==> src/rtl/vl_snapshot_dispatcher.sv <==
// vset{i}vl{i} decoder plus in-order vl/vtype snapshot queues feeding the GLSU load and store paths.
// Optional macro VL_CLUSTER_ROUNDUP_EN: round a non-clamped AVL up to a multiple of NrClusters*NrLanes.
// vtype on all ports is {vill, vma, vta, vsew[2:0], vlmul[2:0]}; the request arrives as flat valid/insn/rs1/rs2.

module vl_snapshot_fifo #(
  parameter int unsigned Depth = 4,
  parameter int unsigned Width = 8
) (
  input  logic             clk_i,
  input  logic             rst_ni,
  input  logic             push_i,
  input  logic             ack_i,
  input  logic [Width-1:0] data_i,
  output logic [Width-1:0] data_o,
  output logic             valid_o,
  output logic             full_o
);
  localparam int unsigned PtrW = (Depth > 1) ? $clog2(Depth) : 1;
  localparam int unsigned CntW = $clog2(Depth + 1);

  logic [Width-1:0] mem_q [Depth];
  logic [Width-1:0] mem_d [Depth];
  logic [PtrW-1:0]  wr_ptr_q, wr_ptr_d, rd_ptr_q, rd_ptr_d;
  logic [CntW-1:0]  cnt_q, cnt_d;
  logic             full_q, full_d;
  logic             pop;

  // Pointers wrap at Depth, which need not be a power of two.
  function automatic logic [PtrW-1:0] ptr_inc(input logic [PtrW-1:0] p);
    return (p == PtrW'(Depth - 1)) ? '0 : p + PtrW'(1);
  endfunction

  always_comb begin
    pop      = ack_i && (cnt_q != '0);
    mem_d    = mem_q;
    wr_ptr_d = wr_ptr_q;
    rd_ptr_d = rd_ptr_q;
    cnt_d    = cnt_q;
    if (push_i) begin
      mem_d[wr_ptr_q] = data_i;
      wr_ptr_d        = ptr_inc(wr_ptr_q);
    end
    if (pop) rd_ptr_d = ptr_inc(rd_ptr_q);
    case ({push_i, pop})
      2'b10:   cnt_d = cnt_q + CntW'(1);
      2'b01:   cnt_d = cnt_q - CntW'(1);
      default: cnt_d = cnt_q;
    endcase
    full_d = (cnt_d == CntW'(Depth));
  end

  always_ff @(posedge clk_i or negedge rst_ni) begin
    if (!rst_ni) begin
      for (int i = 0; i < int'(Depth); i++) mem_q[i] <= '0;
      wr_ptr_q <= '0;
      rd_ptr_q <= '0;
      cnt_q    <= '0;
      full_q   <= 1'b0;
    end else begin
      mem_q    <= mem_d;
      wr_ptr_q <= wr_ptr_d;
      rd_ptr_q <= rd_ptr_d;
      cnt_q    <= cnt_d;
      full_q   <= full_d;
    end
  end

  assign data_o  = mem_q[rd_ptr_q];
  assign valid_o = (cnt_q != '0);
  assign full_o  = full_q;

`ifndef SYNTHESIS
  ack_on_empty: assert property (@(posedge clk_i) disable iff (!rst_ni) ack_i |-> (cnt_q != '0))
    else $warning("addrgen ack with empty snapshot queue ignored");
`endif
endmodule

module vl_snapshot_dispatcher #(
  parameter int unsigned NrLanes      = 4,
  parameter int unsigned NrClusters   = 4,
  parameter int unsigned LdQueueDepth = 4,
  parameter int unsigned StQueueDepth = 4,
  parameter int unsigned VLENB        = 128,
  parameter int unsigned ELENB        = 8,
  parameter int unsigned VlWidth      = $clog2(VLENB * NrClusters * 8 + 1)
) (
  input  logic               clk_i,
  input  logic               rst_ni,
  input  logic               acc_req_valid_i,
  input  logic [31:0]        acc_req_insn_i,
  input  logic [63:0]        acc_req_rs1_i,
  input  logic [63:0]        acc_req_rs2_i,
  output logic               acc_req_ready_o,
  input  logic               ar_addrgen_ack_i,
  input  logic               aw_addrgen_ack_i,
  output logic [VlWidth-1:0] vl_ld_o,
  output logic [8:0]         vtype_ld_o,
  output logic               ld_valid_o,
  output logic [VlWidth-1:0] vl_st_o,
  output logic [8:0]         vtype_st_o,
  output logic               st_valid_o,
  output logic [VlWidth-1:0] vl_o,
  output logic [8:0]         vtype_o
);
  localparam int unsigned ElenLog = $clog2(ELENB);
  localparam logic [6:0]  OpcodeLoadFp  = 7'b0000111;
  localparam logic [6:0]  OpcodeStoreFp = 7'b0100111;
  localparam logic [6:0]  OpcodeVec     = 7'b1010111;
  localparam logic [8:0]  VtypeVill     = 9'h100;
  localparam int unsigned SnapW = VlWidth + 9;

  logic [VlWidth-1:0] vl_q, vl_d;
  logic [8:0]         vtype_q, vtype_d;

  logic [6:0]         opcode;
  logic [4:0]         rs1_idx, rd_idx;
  logic               is_ld, is_st, is_cfg, is_vli, is_ivli, is_vl, req_hs;
  logic [7:0]         new_vt;
  logic [2:0]         vsew, vlmul;
  int                 lmul_s;
  logic               illegal, rs1_hi;
  logic [VlWidth-1:0] base, vlmax, avl, uimm, avl_vl;
  logic               ld_full, st_full;
  logic [SnapW-1:0]   ld_head, st_head;
  logic               unused_bits;

  assign opcode  = acc_req_insn_i[6:0];
  assign rd_idx  = acc_req_insn_i[11:7];
  assign rs1_idx = acc_req_insn_i[19:15];
  assign is_ld   = (opcode == OpcodeLoadFp);
  assign is_st   = (opcode == OpcodeStoreFp);
  assign is_cfg  = (opcode == OpcodeVec) && (acc_req_insn_i[14:12] == 3'b111);
  assign is_vli  = !acc_req_insn_i[31];
  assign is_ivli = (acc_req_insn_i[31:30] == 2'b11);
  assign is_vl   = (acc_req_insn_i[31:25] == 7'b1000000);

  // Ready looks only at registered full so an ack never combinationally reaches the CPU handshake.
  assign acc_req_ready_o = is_ld ? !ld_full : (is_st ? !st_full : 1'b1);
  assign req_hs          = acc_req_valid_i && acc_req_ready_o;

  always_comb begin
    new_vt  = is_vl ? acc_req_rs2_i[7:0] : acc_req_insn_i[27:20];
    vsew    = new_vt[5:3];
    vlmul   = new_vt[2:0];
    lmul_s  = int'($signed(vlmul));
    illegal = (vsew > 3'(ElenLog)) || (vlmul == 3'b100) || ((int'(ElenLog) + lmul_s) < int'(vsew));
    base    = VlWidth'(VLENB * NrClusters) >> vsew;
    vlmax   = vlmul[2] ? (base >> (3'd0 - vlmul)) : (base << vlmul[1:0]);
    rs1_hi  = |acc_req_rs1_i[63:VlWidth];
    avl     = acc_req_rs1_i[VlWidth-1:0];
    uimm    = VlWidth'(rs1_idx);
`ifdef VL_CLUSTER_ROUNDUP_EN
    // VLMAX is a multiple of the cluster grain, so rounding an unclamped AVL cannot exceed it.
    if ((avl % VlWidth'(NrClusters * NrLanes)) != '0)
      avl_vl = avl + VlWidth'(NrClusters * NrLanes) - (avl % VlWidth'(NrClusters * NrLanes));
    else
      avl_vl = avl;
`else
    avl_vl  = avl;
`endif
  end

  always_comb begin
    vl_d    = vl_q;
    vtype_d = vtype_q;
    if (req_hs && is_cfg && (is_vli || is_ivli || is_vl)) begin
      if (illegal) begin
        vl_d    = '0;
        vtype_d = VtypeVill;
      end else begin
        vtype_d = {1'b0, new_vt};
        if (is_ivli)                          vl_d = (uimm > vlmax) ? vlmax : uimm;
        else if (rs1_idx == '0 && rd_idx == '0) vl_d = vl_q;
        else if (rs1_idx == '0)               vl_d = vlmax;
        else if (rs1_hi || avl > vlmax)       vl_d = vlmax;
        else                                  vl_d = avl_vl;
      end
    end
  end

  always_ff @(posedge clk_i or negedge rst_ni) begin
    if (!rst_ni) begin
      vl_q    <= '0;
      vtype_q <= VtypeVill;
    end else begin
      vl_q    <= vl_d;
      vtype_q <= vtype_d;
    end
  end

  vl_snapshot_fifo #(.Depth(LdQueueDepth), .Width(SnapW)) i_ld_q (
    .clk_i   (clk_i),
    .rst_ni  (rst_ni),
    .push_i  (req_hs && is_ld),
    .ack_i   (ar_addrgen_ack_i),
    .data_i  ({vtype_q, vl_q}),
    .data_o  (ld_head),
    .valid_o (ld_valid_o),
    .full_o  (ld_full)
  );

  vl_snapshot_fifo #(.Depth(StQueueDepth), .Width(SnapW)) i_st_q (
    .clk_i   (clk_i),
    .rst_ni  (rst_ni),
    .push_i  (req_hs && is_st),
    .ack_i   (aw_addrgen_ack_i),
    .data_i  ({vtype_q, vl_q}),
    .data_o  (st_head),
    .valid_o (st_valid_o),
    .full_o  (st_full)
  );

  // An empty queue shows the architectural state so the GLSU always sees a sane vl/vtype.
  assign vl_ld_o    = ld_valid_o ? ld_head[VlWidth-1:0] : vl_q;
  assign vtype_ld_o = ld_valid_o ? ld_head[SnapW-1:VlWidth] : vtype_q;
  assign vl_st_o    = st_valid_o ? st_head[VlWidth-1:0] : vl_q;
  assign vtype_st_o = st_valid_o ? st_head[SnapW-1:VlWidth] : vtype_q;
  assign vl_o       = vl_q;
  assign vtype_o    = vtype_q;

  assign unused_bits = ^acc_req_rs2_i[63:8];
endmodule

==> config.mk <==
export PLATFORM = sky130hd
export DESIGN_NAME = vl_snapshot_dispatcher
export DESIGN_NICKNAME = d
export VERILOG_FILES = /design/src/rtl/vl_snapshot_dispatcher.sv
export SDC_FILE = /design/constraint.sdc
export NUM_CORES = 1
export LEC_CHECK = 0
export BUFFER_PORTS_ARGS = -buffer_cell sky130_fd_sc_hd__buf_2
export CAP_MARGIN = 30
export CORE_MARGIN = 2
export CORE_UTILIZATION = 40
export CTS_BUF_LIST = sky130_fd_sc_hd__clkbuf_4 sky130_fd_sc_hd__clkbuf_8
export DETAILED_ROUTE_END_ITERATION = 8
export GPL_TIMING_DRIVEN = 1
export HOLD_SLACK_MARGIN = 0.03
export SYNTH_ARGS = -nofsm -noshare
export SYNTH_HDL_FRONTEND = slang
export SYNTH_SLANG_ARGS = --single-unit
==> constraint.sdc <==
create_clock -name clk_i -period 7.17 [get_ports clk_i]
set_clock_uncertainty 0.15 [all_clocks]
set_input_delay 0.717 -clock clk_i [delete_from_list [all_inputs] [get_ports clk_i]]
set_output_delay 0.717 -clock clk_i [all_outputs]
set_load 0.03 [all_outputs]
==> results.yml, run 1 <==
floorplan:
  core-area_um2: 29600
  die_w_um: 177
  ios: 234
  die_y_um: 177
  rows: 63
  start_util: 0.405
  die_area_um2: 31400
finish:
  final_nets: 1363
  synthToLayoutAreaGrowth_pct: 18.2
  n_antenna_cell: 0
  layout.cells.non_filler: 1578
  drive_above_1_share: 0.460
  final_cell_area_um2: 14200
  multi_input_area_um2: 6210
  n_fill_cell: 2728
  finish.utilization: 0.479
  seq_area_um2: 5360
place:
  dpl.hpwl_um: 21200
  gp_congestion: 0.918
  dpl-instance-area_um2: 13300
  dp.cells: 1515
  io_buffer_count: 177
detailed_routing:
  drc: 0
  first_iter_violations: 497
  wl_um: 29900
  via_per_inst: 5.52
  wl_per_cell_um: 19.0
  antenna_left: 0
  num_vias: 8707
  dr.pass1.iters: 6
sta:
  final_hold_viol_count: 0
  rsz0062_at_grt: "false"
  min_period_over_period: 0.814
  fin_crit_ps: 5830
  slew_headroom: 0.431
  finalSetupViolations: 0
  drv_slew: 0
  fmax_mhz: 171
  setup_tns_ps: 0
  tightest_slew_ps: 853
logic_synthesis:
  synthFlopType: "dfrtp_1"
  synth_top_area_cell: "dfrtp_1"
  ys_ff_latch: 214
  yosysUniqueCellTypes: 78
  synth_warnings: 0
  synth_cells: 999
  yosys-top-cells-area: "dfrtp_1, mux2_2, mux4_2"
  synthArstFlopShare: 1.00
  postSynthAreaPerCell_um2: 12.0
  synth-compound-area-share: 0.0802
  synth_top_family_by_area: "multiplexers"
  seq_area_frac_synth: 0.446
  synthTopCellsByCount: "dfrtp_1, mux2_2, nand2_1"
  muxShareOfSynthArea: 0.292
  yosys.area_share.simple: 0.0997
  syn_nets: 1199
  synth_edf_count: 0
  synth_area_um2: 12000
  synth_top_area_share: 0.444
  synth_xor_area_frac: 0.00802
  synthAdderAreaFrac: 0.0377
cts:
  clk_latency_ps: 530
  postCtsSetupBuffers: 0
  h-tree-depth: 2
  cts.sinks: 214
  cts_tree: "built"
  cts_resized: 0
  cts-root-buf: "clkbuf_8"
  path_clk_slew_ps: 60
  postCtsHoldBufs: 0
  cts.path.max_buffers: 3
  numCtsBuffers: 35
critical_path:
  worstPathArrival_ps: 6120
  reg2reg_to: "i_ld_q.full_o$_DFF_PN0_"
  critPathRequiredTime_ps: 7460
  crit_path_start_kind: "primary input"
  reg2reg_from: "i_ld_q.cnt_q[1]$_DFF_PN0_"
  worstSetupEndpointType: "flip-flop"
  crit_path_start: "acc_req_insn_i[25]"
  path_class: "primary input to flip-flop"
  crit_path_end: "vl_o[0]$_DFFE_PN0P_"
  reg2reg_depth: 11
  cp_max_fo: 19
  r2r_slack_ps: 4230
grt:
  grt_pass1_vias: 8959
  grt_first_pass_wirelength_um: 48300
  grt_max_degree: 76
  antenna_found_initial: 0
  grt_use_total: 0.196
  gr-total-overflow: 0
run_status:
  run_status: "complete, no violations"
power:
  irDropWorstVdd_uv: 104
  p_total_mw: 3.19
  p_leak_nw: 7.01
  power.density_nw_per_um2: 225
run:
  cap_violations: 0
min_path:
  hold_path_class: "primary input to async pin"
[through the flow]
step | worst slack, ps | hold slack (ps)
6_report | 1340 | 59.3
5_1_grt | 992 | 96.3
4_1_cts | 1440 | 66.2
3_5_place_dp | 887 | 318
3_3_place_gp | 892 | 310
2_1_floorplan | 1720 | 271
[placed cells by master, fill, tap and decap left out, types with 3 or more instances in the layout]
cell type,Yosys,routed
mux2_2,213,213
dfrtp_1,213,213
buf_2,4,177
nand2_1,74,74
clkbuf_8,0,51
mux4_2,45,45
o21ai_0,44,44
ha_1,33,33
inv_1,31,31
nor2_1,30,30
a21oi_1,25,25
buf_4,0,24
nor4_1,21,21
nand4_1,11,11
nor3_1,10,10
nand2b_1,9,9
mux2i_1,9,9
or3_1,8,8
nor2b_1,8,8
or4_1,7,7
nand3_1,7,7
xor2_1,7,7
a31oi_1,7,7
a221o_1,7,7
a32oi_1,6,6
clkbuf_4,0,6
and2_1,5,5
a22oi_1,5,5
a21o_1,5,5
xnor2_1,4,4
or2_2,4,4
a221oi_1,4,4
o31ai_1,4,4
buf_16,0,4
o21a_1,3,3
o211ai_1,3,3
nor3b_1,3,3
a2bb2oi_1,3,3
[state kept, by name, summed over array words and instances (netlist names), 2 cells and up]
signal and count:
i_ld_q.rd_ptr_q 2, i_ld_q.cnt_q 3, i_st_q.wr_ptr_q 2, i_st_q.cnt_q 3, i_st_q.mem_q 88, i_ld_q.mem_q 88
i_st_q.rd_ptr_q 2, vl_o 13, vtype_o 9, i_ld_q.wr_ptr_q 2
[final cells by class]
cell class                 count  area share
timing repair buffer         206      0.0838
clock inverter                 6     0.00626
clock buffer                  56      0.0517
sequential                   214       0.377
inverter                      33     0.00873
tap                          390      0.0344
multi-input combinational    673       0.438
[routing by layer]
metal / routed length [um] / global-route usage / part of all wire
met1: 12600 / 0.250 / 0.42
met2: 15000 / 0.344 / 0.50
met3: 1610 / 0.0318 / 0.054
met4: 742 / 0.0594 / 0.025
met5: 0 / 0 / 0
[cell families (layout without fill, tap and decap cells)]
family	after synthesis	count (layout)
AOI/OAI and AO/OA	141	141
DFF	214	214
adders and majority gates	35	35
muxes	267	267
xor gates and xnor gates	11	11
buffers and inverters	112	301
and+or+nand+nor	219	219
[critical path: stages]
cell,delay [ps]
buf_2,210
nor3b_2,550
a21oi_1,160
a21oi_2,450
inv_2,120
ha_1,540
or3b_2,510
or2_2,290
o221a_2,260
nand2_1,80
a22oi_1,180
ha_1,350
nand4_1,110
nor2_1,120
nor2_1,60
a221o_1,350
nor4b_4,280
nand4_4,190
a221o_1,390
a22oi_1,190
[where the power goes]
group	internal (mW)	total, mW	switching (mW)
clock	0.723	1.21	0.486
sequential	1.25	1.30	0.0564
combinational	0.301	0.681	0.379
[worst min path at each step]
stage	endpoint	slack, ps	cells after the start
after global routing	i_ld_q.mem_q[49]$_DFFE_PN0P_	100	1
after CTS	i_st_q.mem_q[75]$_DFFE_PN0P_	70	1
after global placement	i_st_q.mem_q[43]$_DFFE_PN0P_	310	2
after floorplan	i_ld_q.cnt_q[0]$_DFF_PN0_	270	0
final	i_ld_q.mem_q[50]$_DFFE_PN0P_	60	1
after detailed placement	i_ld_q.mem_q[43]$_DFFE_PN0P_	320	2
Power figures use the tool's default switching activity.
==> run 2: changes to the inputs <==
Settings changed: ABC_AREA set to 1.
Clock period 7.17 ns to 5.2 ns, I/O delays scaled along.
==> run 2 against run 1 <==
Effect of this change: core utilization shrank 0.58 points; clock power grew 31%; clock-buffer cell count is the same; total power grew 88%; non-clock buffer count shrank 4; sequential share of layout area grew 0.46 points; final area shrank 1.2%; largest cell class unchanged.
==> results.yml, run 2 <==
cts:
  cts.sinks: 214
  cts_tree: "built"
  postCtsHoldBufs: 1
  h-tree-depth: 2
  cts_resized: 0
  clk_latency_ps: 530
  cts-root-buf: "clkbuf_8"
  numCtsBuffers: 37
  cts.path.max_buffers: 3
  postCtsSetupBuffers: 0
  path_clk_slew_ps: 50
sta:
  hold_slack_ps: 115
  rsz0062_at_grt: "false"
  min_period_over_period: 0.787
  final_hold_viol_count: 0
  finalSetupViolations: 0
  drv_slew: 0
  fmax_mhz: 244
  tightest_slew_ps: 936
  fin_crit_ps: 4090
  slew_headroom: 0.375
  setup_tns_ps: 0
  setup_ws_ps: 1110
logic_synthesis:
  synthArstFlopShare: 1.00
  syn_nets: 1656
  synth_top_area_cell: "dfrtp_1"
  synth_area_um2: 12000
  synth_cells: 1456
  synth_warnings: 0
  yosys-top-cells-area: "dfrtp_1, o21ai_0, nand2_1"
  yosysMostFrequentCell: "nand2_1"
  synth_edf_count: 0
  synth_top_area_share: 0.444
  seq_area_frac_synth: 0.446
  ys_ff_latch: 214
  postSynthAreaPerCell_um2: 8.25
  yosysUniqueCellTypes: 46
  synthTopCellsByCount: "nand2_1, dfrtp_1, o21ai_0"
  synthFlopType: "dfrtp_1"
floorplan:
  rows: 63
  start_util: 0.405
  die_w_um: 177
  die_y_um: 177
  core-area_um2: 29600
  die_area_um2: 31400
  ios: 234
power:
  switchingPower_mw: 2.62
  irDropWorstVdd_uv: 290
  seq_power_share: 0.296
  power.density_nw_per_um2: 429
  intPower_mw: 3.39
  p_total_mw: 6.01
  p_leak_nw: 7.15
  p_sw_frac: 0.437
  clock_power_share: 0.265
  comb_power_share: 0.440
finish:
  final_cell_area_um2: 14000
  final_nets: 1808
  n_antenna_cell: 0
  drive_above_1_share: 0.233
  final_cell_mix: "nand2_1, dfrtp_1, o21ai_0"
  synthToLayoutAreaGrowth_pct: 16.7
  layout.cells.non_filler: 2024
  n_fill_cell: 2984
  final_common_cell: "nand2_1"
  finish.utilization: 0.473
min_path:
  hold_path_class: "primary input to flip-flop"
place:
  dpl.hpwl_um: 22500
  gp_congestion: 0.897
  io_buffer_count: 177
  place_ws_ps: 594
  dpl-instance-area_um2: 13200
  dp.cells: 1958
detailed_routing:
  first_iter_violations: 892
  via_per_inst: 5.13
  wl_per_cell_um: 16.1
  antenna_left: 0
  dr.pass1.iters: 5
  num_vias: 10400
  drc: 0
  wl_um: 32500
run:
  cap_violations: 0
critical_path:
  cp_max_fo: 9
  max_stage_delay_ps: 310
  worst-path-buf-inv: 5
  crit_family: "simple AND/OR/NAND/NOR gates"
  crit_path_top_delay_cell: "ha_1"
  crit_path_frequent_cell: "nand2_1"
  worstSetupEndpointType: "flip-flop"
  path_class: "primary input to flip-flop"
  crit_path_start_kind: "primary input"
  critPathRequiredTime_ps: 5460
  worstPathArrival_ps: 4350
grt:
  gr-total-overflow: 0
  grt_max_degree: 113
  grt_pass1_vias: 9959
  grt_use_total: 0.212
  grt_first_pass_wirelength_um: 52800
  antenna_found_initial: 0
run_status:
  run_status: "complete, no violations"
-- run 2: changes by cell type after synthesis, moves of 62 or more --
cell     previous run  this run
a21oi_1            25       112
inv_1              31       145
mux2_2            213        51
nand2_1            74       251
nand3_1             7        69
o21ai_0            44       198
-- run 2: final timing paths --
| path | from | to | slack (ps) | depth (start not counted) |
|---|---|---|---|---|
| min reg2reg | i_st_q.mem_q[72]$_DFFE_PN0P_ | i_st_q.mem_q[72]$_DFFE_PN0P_ | 330 | 1 |
| max in group asynchronous | rst_ni | i_st_q.mem_q[26]$_DFFE_PN0P_ | 3280 | 3 |
| min | acc_req_rs1_i[6] | vl_o[6]$_DFFE_PN0P_ | 110 | 3 |
| min in group asynchronous | rst_ni | i_ld_q.mem_q[63]$_DFFE_PN0P_ | 550 | 2 |
| max reg2reg | i_ld_q.cnt_q[0]$_DFF_PN0_ | i_ld_q.full_o$_DFF_PN0_ | 2220 | 11 |
| max | acc_req_insn_i[30] | vl_o[3]$_DFFE_PN0P_ | 1110 | 28 |
-- run 2: cell type report --
type | instances | area, um2 | area share
clock buffer | 56 | 702 | 0.0501
multi-input combinational | 990 | 5660 | 0.404
tap | 390 | 488 | 0.0348
clock inverter | 9 | 73.8 | 0.00527
timing repair buffer | 202 | 1120 | 0.0802
sequential | 214 | 5360 | 0.382
inverter | 163 | 612 | 0.0436
-- run 2: logic make-up (layout without fill, tap and decap cells) --
kind of cell	after synthesis	in the layout	share of synthesized area
AND/OR/NAND/NOR	491	491	0.182
multiplexers	84	84	0.0788
buffers and inverters	252	430	0.0832
XOR/XNOR	4	4	0.00292
AO/OA/AOI/OAI	376	376	0.169
flip-flops	214	214	0.446
adder cells (fa/ha/maj)	35	35	0.0377
-- run 2: power groups by stage --
stage | sequential (mW) | clock (mW) | combinational (mW)
5_1_grt | 1.78 | 1.71 | 2.88
3_5_place_dp | 1.81 | 0 | 2.67
3_3_place_gp | 1.82 | 0 | 2.61
4_1_cts | 1.78 | 1.64 | 2.67
6_report | 1.78 | 1.59 | 2.64
2_1_floorplan | 1.78 | 0 | 1.82
-- run 2: worst reg2reg max path, delay by kind of cell (launching register included) --
| kind | cells | cell delay, ps |
|---|---|---|
| AO/OA/AOI/OAI | 2 | 260 |
| XOR/XNOR | 1 | 200 |
| adder cells (fa/ha/maj) | 2 | 550 |
| buffers and inverters | 3 | 840 |
| flip-flops | 1 | 380 |
| AND/OR/NAND/NOR | 3 | 510 |
-- run 2: per-layer routing --
layer / up-vias / wire (um) / global-route usage
li1: 5180 / - / -
met1: 4853 / 15200 / 0.295
met2: 303 / 15000 / 0.348
met3: 46 / 1750 / 0.0311
met4: 0 / 518 / 0.0495
met5: - / 0 / 0
==> run 3: changes to the inputs <==
Clock period 5.2 ns to 3.9 ns, I/O delays scaled along.
==> run 3 against run 2 <==
Effect of this change: global-route usage grew 0.73 points; setup slack got worse by 780 ps; critical path type unchanged; critical path depth unchanged; flip-flop and latch count stayed put; sequential power grew 32%; critical endpoint unchanged; total power rose by 35%; sequential share of layout area fell by 1.9 points; first-iteration DRC count down 14%.
==> results.yml, run 3 (synthesis gave the netlist of run 2 again) <==
cts:
  cts-root-buf: "clkbuf_8"
  path_clk_slew_ps: 60
  numCtsBuffers: 36
  cts.path.max_buffers: 3
  clk_latency_ps: 520
  cts.sinks: 214
  h-tree-depth: 2
  cts_tree: "built"
place:
  dp.cells: 2044
  dpl-instance-area_um2: 13900
  io_buffer_count: 177
  gp_congestion: 0.915
  dpl.hpwl_um: 24000
run:
  cap_violations: 0
floorplan:
  ios: 234
  die_y_um: 177
  die_area_um2: 31400
  rows: 63
  die_w_um: 177
  start_util: 0.405
  core-area_um2: 29600
sta:
  fmax_mhz: 280
  rsz0062_at_grt: "false"
  tightest_slew_ps: 1100
  setup_tns_ps: 0
  finalSetupViolations: 0
  slew_headroom: 0.261
  fin_crit_ps: 3570
  min_period_over_period: 0.916
  drv_slew: 0
  final_hold_viol_count: 0
finish:
  n_antenna_cell: 0
  final_common_cell: "nand2_1"
  final_nets: 1899
  final_cell_mix: "nand2_1, dfrtp_1, o21ai_0"
  layout.cells.non_filler: 2115
  drive_above_1_share: 0.276
  synthToLayoutAreaGrowth_pct: 23.0
  final_cell_area_um2: 14800
min_path:
  hold_start: "acc_req_rs2_i[7]"
  hold_path_class: "primary input to flip-flop"
critical_path:
  critPathRequiredTime_ps: 4200
  worstPathArrival_ps: 3880
  crit_path_start_kind: "primary input"
  reg2reg_from: "i_st_q.full_o$_DFF_PN0_"
  worstSetupEndpointType: "flip-flop"
  r2r_slack_ps: 1230
  crit_path_start: "acc_req_insn_i[30]"
  path_class: "primary input to flip-flop"
  cp_max_fo: 6
power:
  irDropWorstVdd_uv: 366
  power.density_nw_per_um2: 550
  p_leak_nw: 7.60
  p_total_mw: 8.13
detailed_routing:
  wl_per_cell_um: 16.1
  drc: 0
  first_iter_violations: 770
  via_per_inst: 5.09
  num_vias: 10800
  antenna_left: 0
  wl_um: 34000
  dr.pass1.iters: 6
grt:
  gr-total-overflow: 0
  grt_use_total: 0.219
  grt_first_pass_wirelength_um: 54300
  grt_max_degree: 120
  antenna_found_initial: 0
  grt_pass1_vias: 10200
run_status:
  run_status: "complete, no violations"
==> run 3: cell type report <==
type | instances | area [um2]
sequential | 214 | 5360
clock inverter | 8 | 40.0
tap | 390 | 488
inverter | 163 | 614
fill | 2896 | 14900
timing repair buffer | 294 | 1820
multi-input combinational | 990 | 5710
clock buffer | 56 | 746
==> run 3: worst paths after layout <==
kind | end | cells after the start
min | vtype_o[7]$_DFFE_PN0P_ | 3
max reg2reg | i_ld_q.mem_q[85]$_DFFE_PN0P_ | 8
min in group asynchronous | i_ld_q.mem_q[83]$_DFFE_PN0P_ | 2
max in group asynchronous | i_ld_q.mem_q[55]$_DFFE_PN0P_ | 4
min reg2reg | i_ld_q.mem_q[76]$_DFFE_PN0P_ | 1
max | vl_o[3]$_DFFE_PN0P_ | 28
==> run 3: per-stage QoR <==
step	util	setup WS [ps]	hold WS (ps)
after CTS	0.496	228	42.3
after global routing	0.498	20.3	78.6
after floorplan	-	61.6	-55.6
after global placement	0.467	-279	311
after detailed placement	0.467	-300	319
final	0.498	327	57.0
==> run 3: repair_timing <==
item / CTS / global route
hold buffers: 5 / 0
resized for setup: 0 / 12
endpoints found under the hold margin: 118 / 0
endpoints found under the setup margin: 0 / 13
buffers inserted: 0 / 1
==> run 3: power by group <==
group | internal, mW | switching [mW] | leakage (nW)
registers | 2.29 | 0.0526 | 2.49
clock network | 1.22 | 0.911 | 0.424
logic | 1.08 | 2.57 | 4.69
==> run 3: worst max-delay path: stages <==
cell and delay, ps:
buf_2 120, nor2_1 90, nand2_1 90, nor2_4 140
or2_2 140, o21ai_4 50, ha_1 290, buf_4 180
nand3_1 100, nand2_1 70, nand2_1 60, nand2_1 90
a21boi_2 170, inv_1 80, ha_1 300, nand2_1 60
o21ai_0 160, nand3_1 90, a22oi_1 210, nand3_1 110
nor2_1 110, nand2_1 100, nor2_4 190, buf_4 140
nand3_1 60, nand3_1 90, nand2_1 90, nand2_1 60
==> run 3: metal layers <==
layer / vias up / GRT usage / wire length, um
met5: - / 0 / 0
met4: 0 / 0.0464 / 500
met3: 42 / 0.0324 / 1760
met2: 317 / 0.370 / 16000
met1: 5051 / 0.299 / 15700
li1: 5365 / - / -
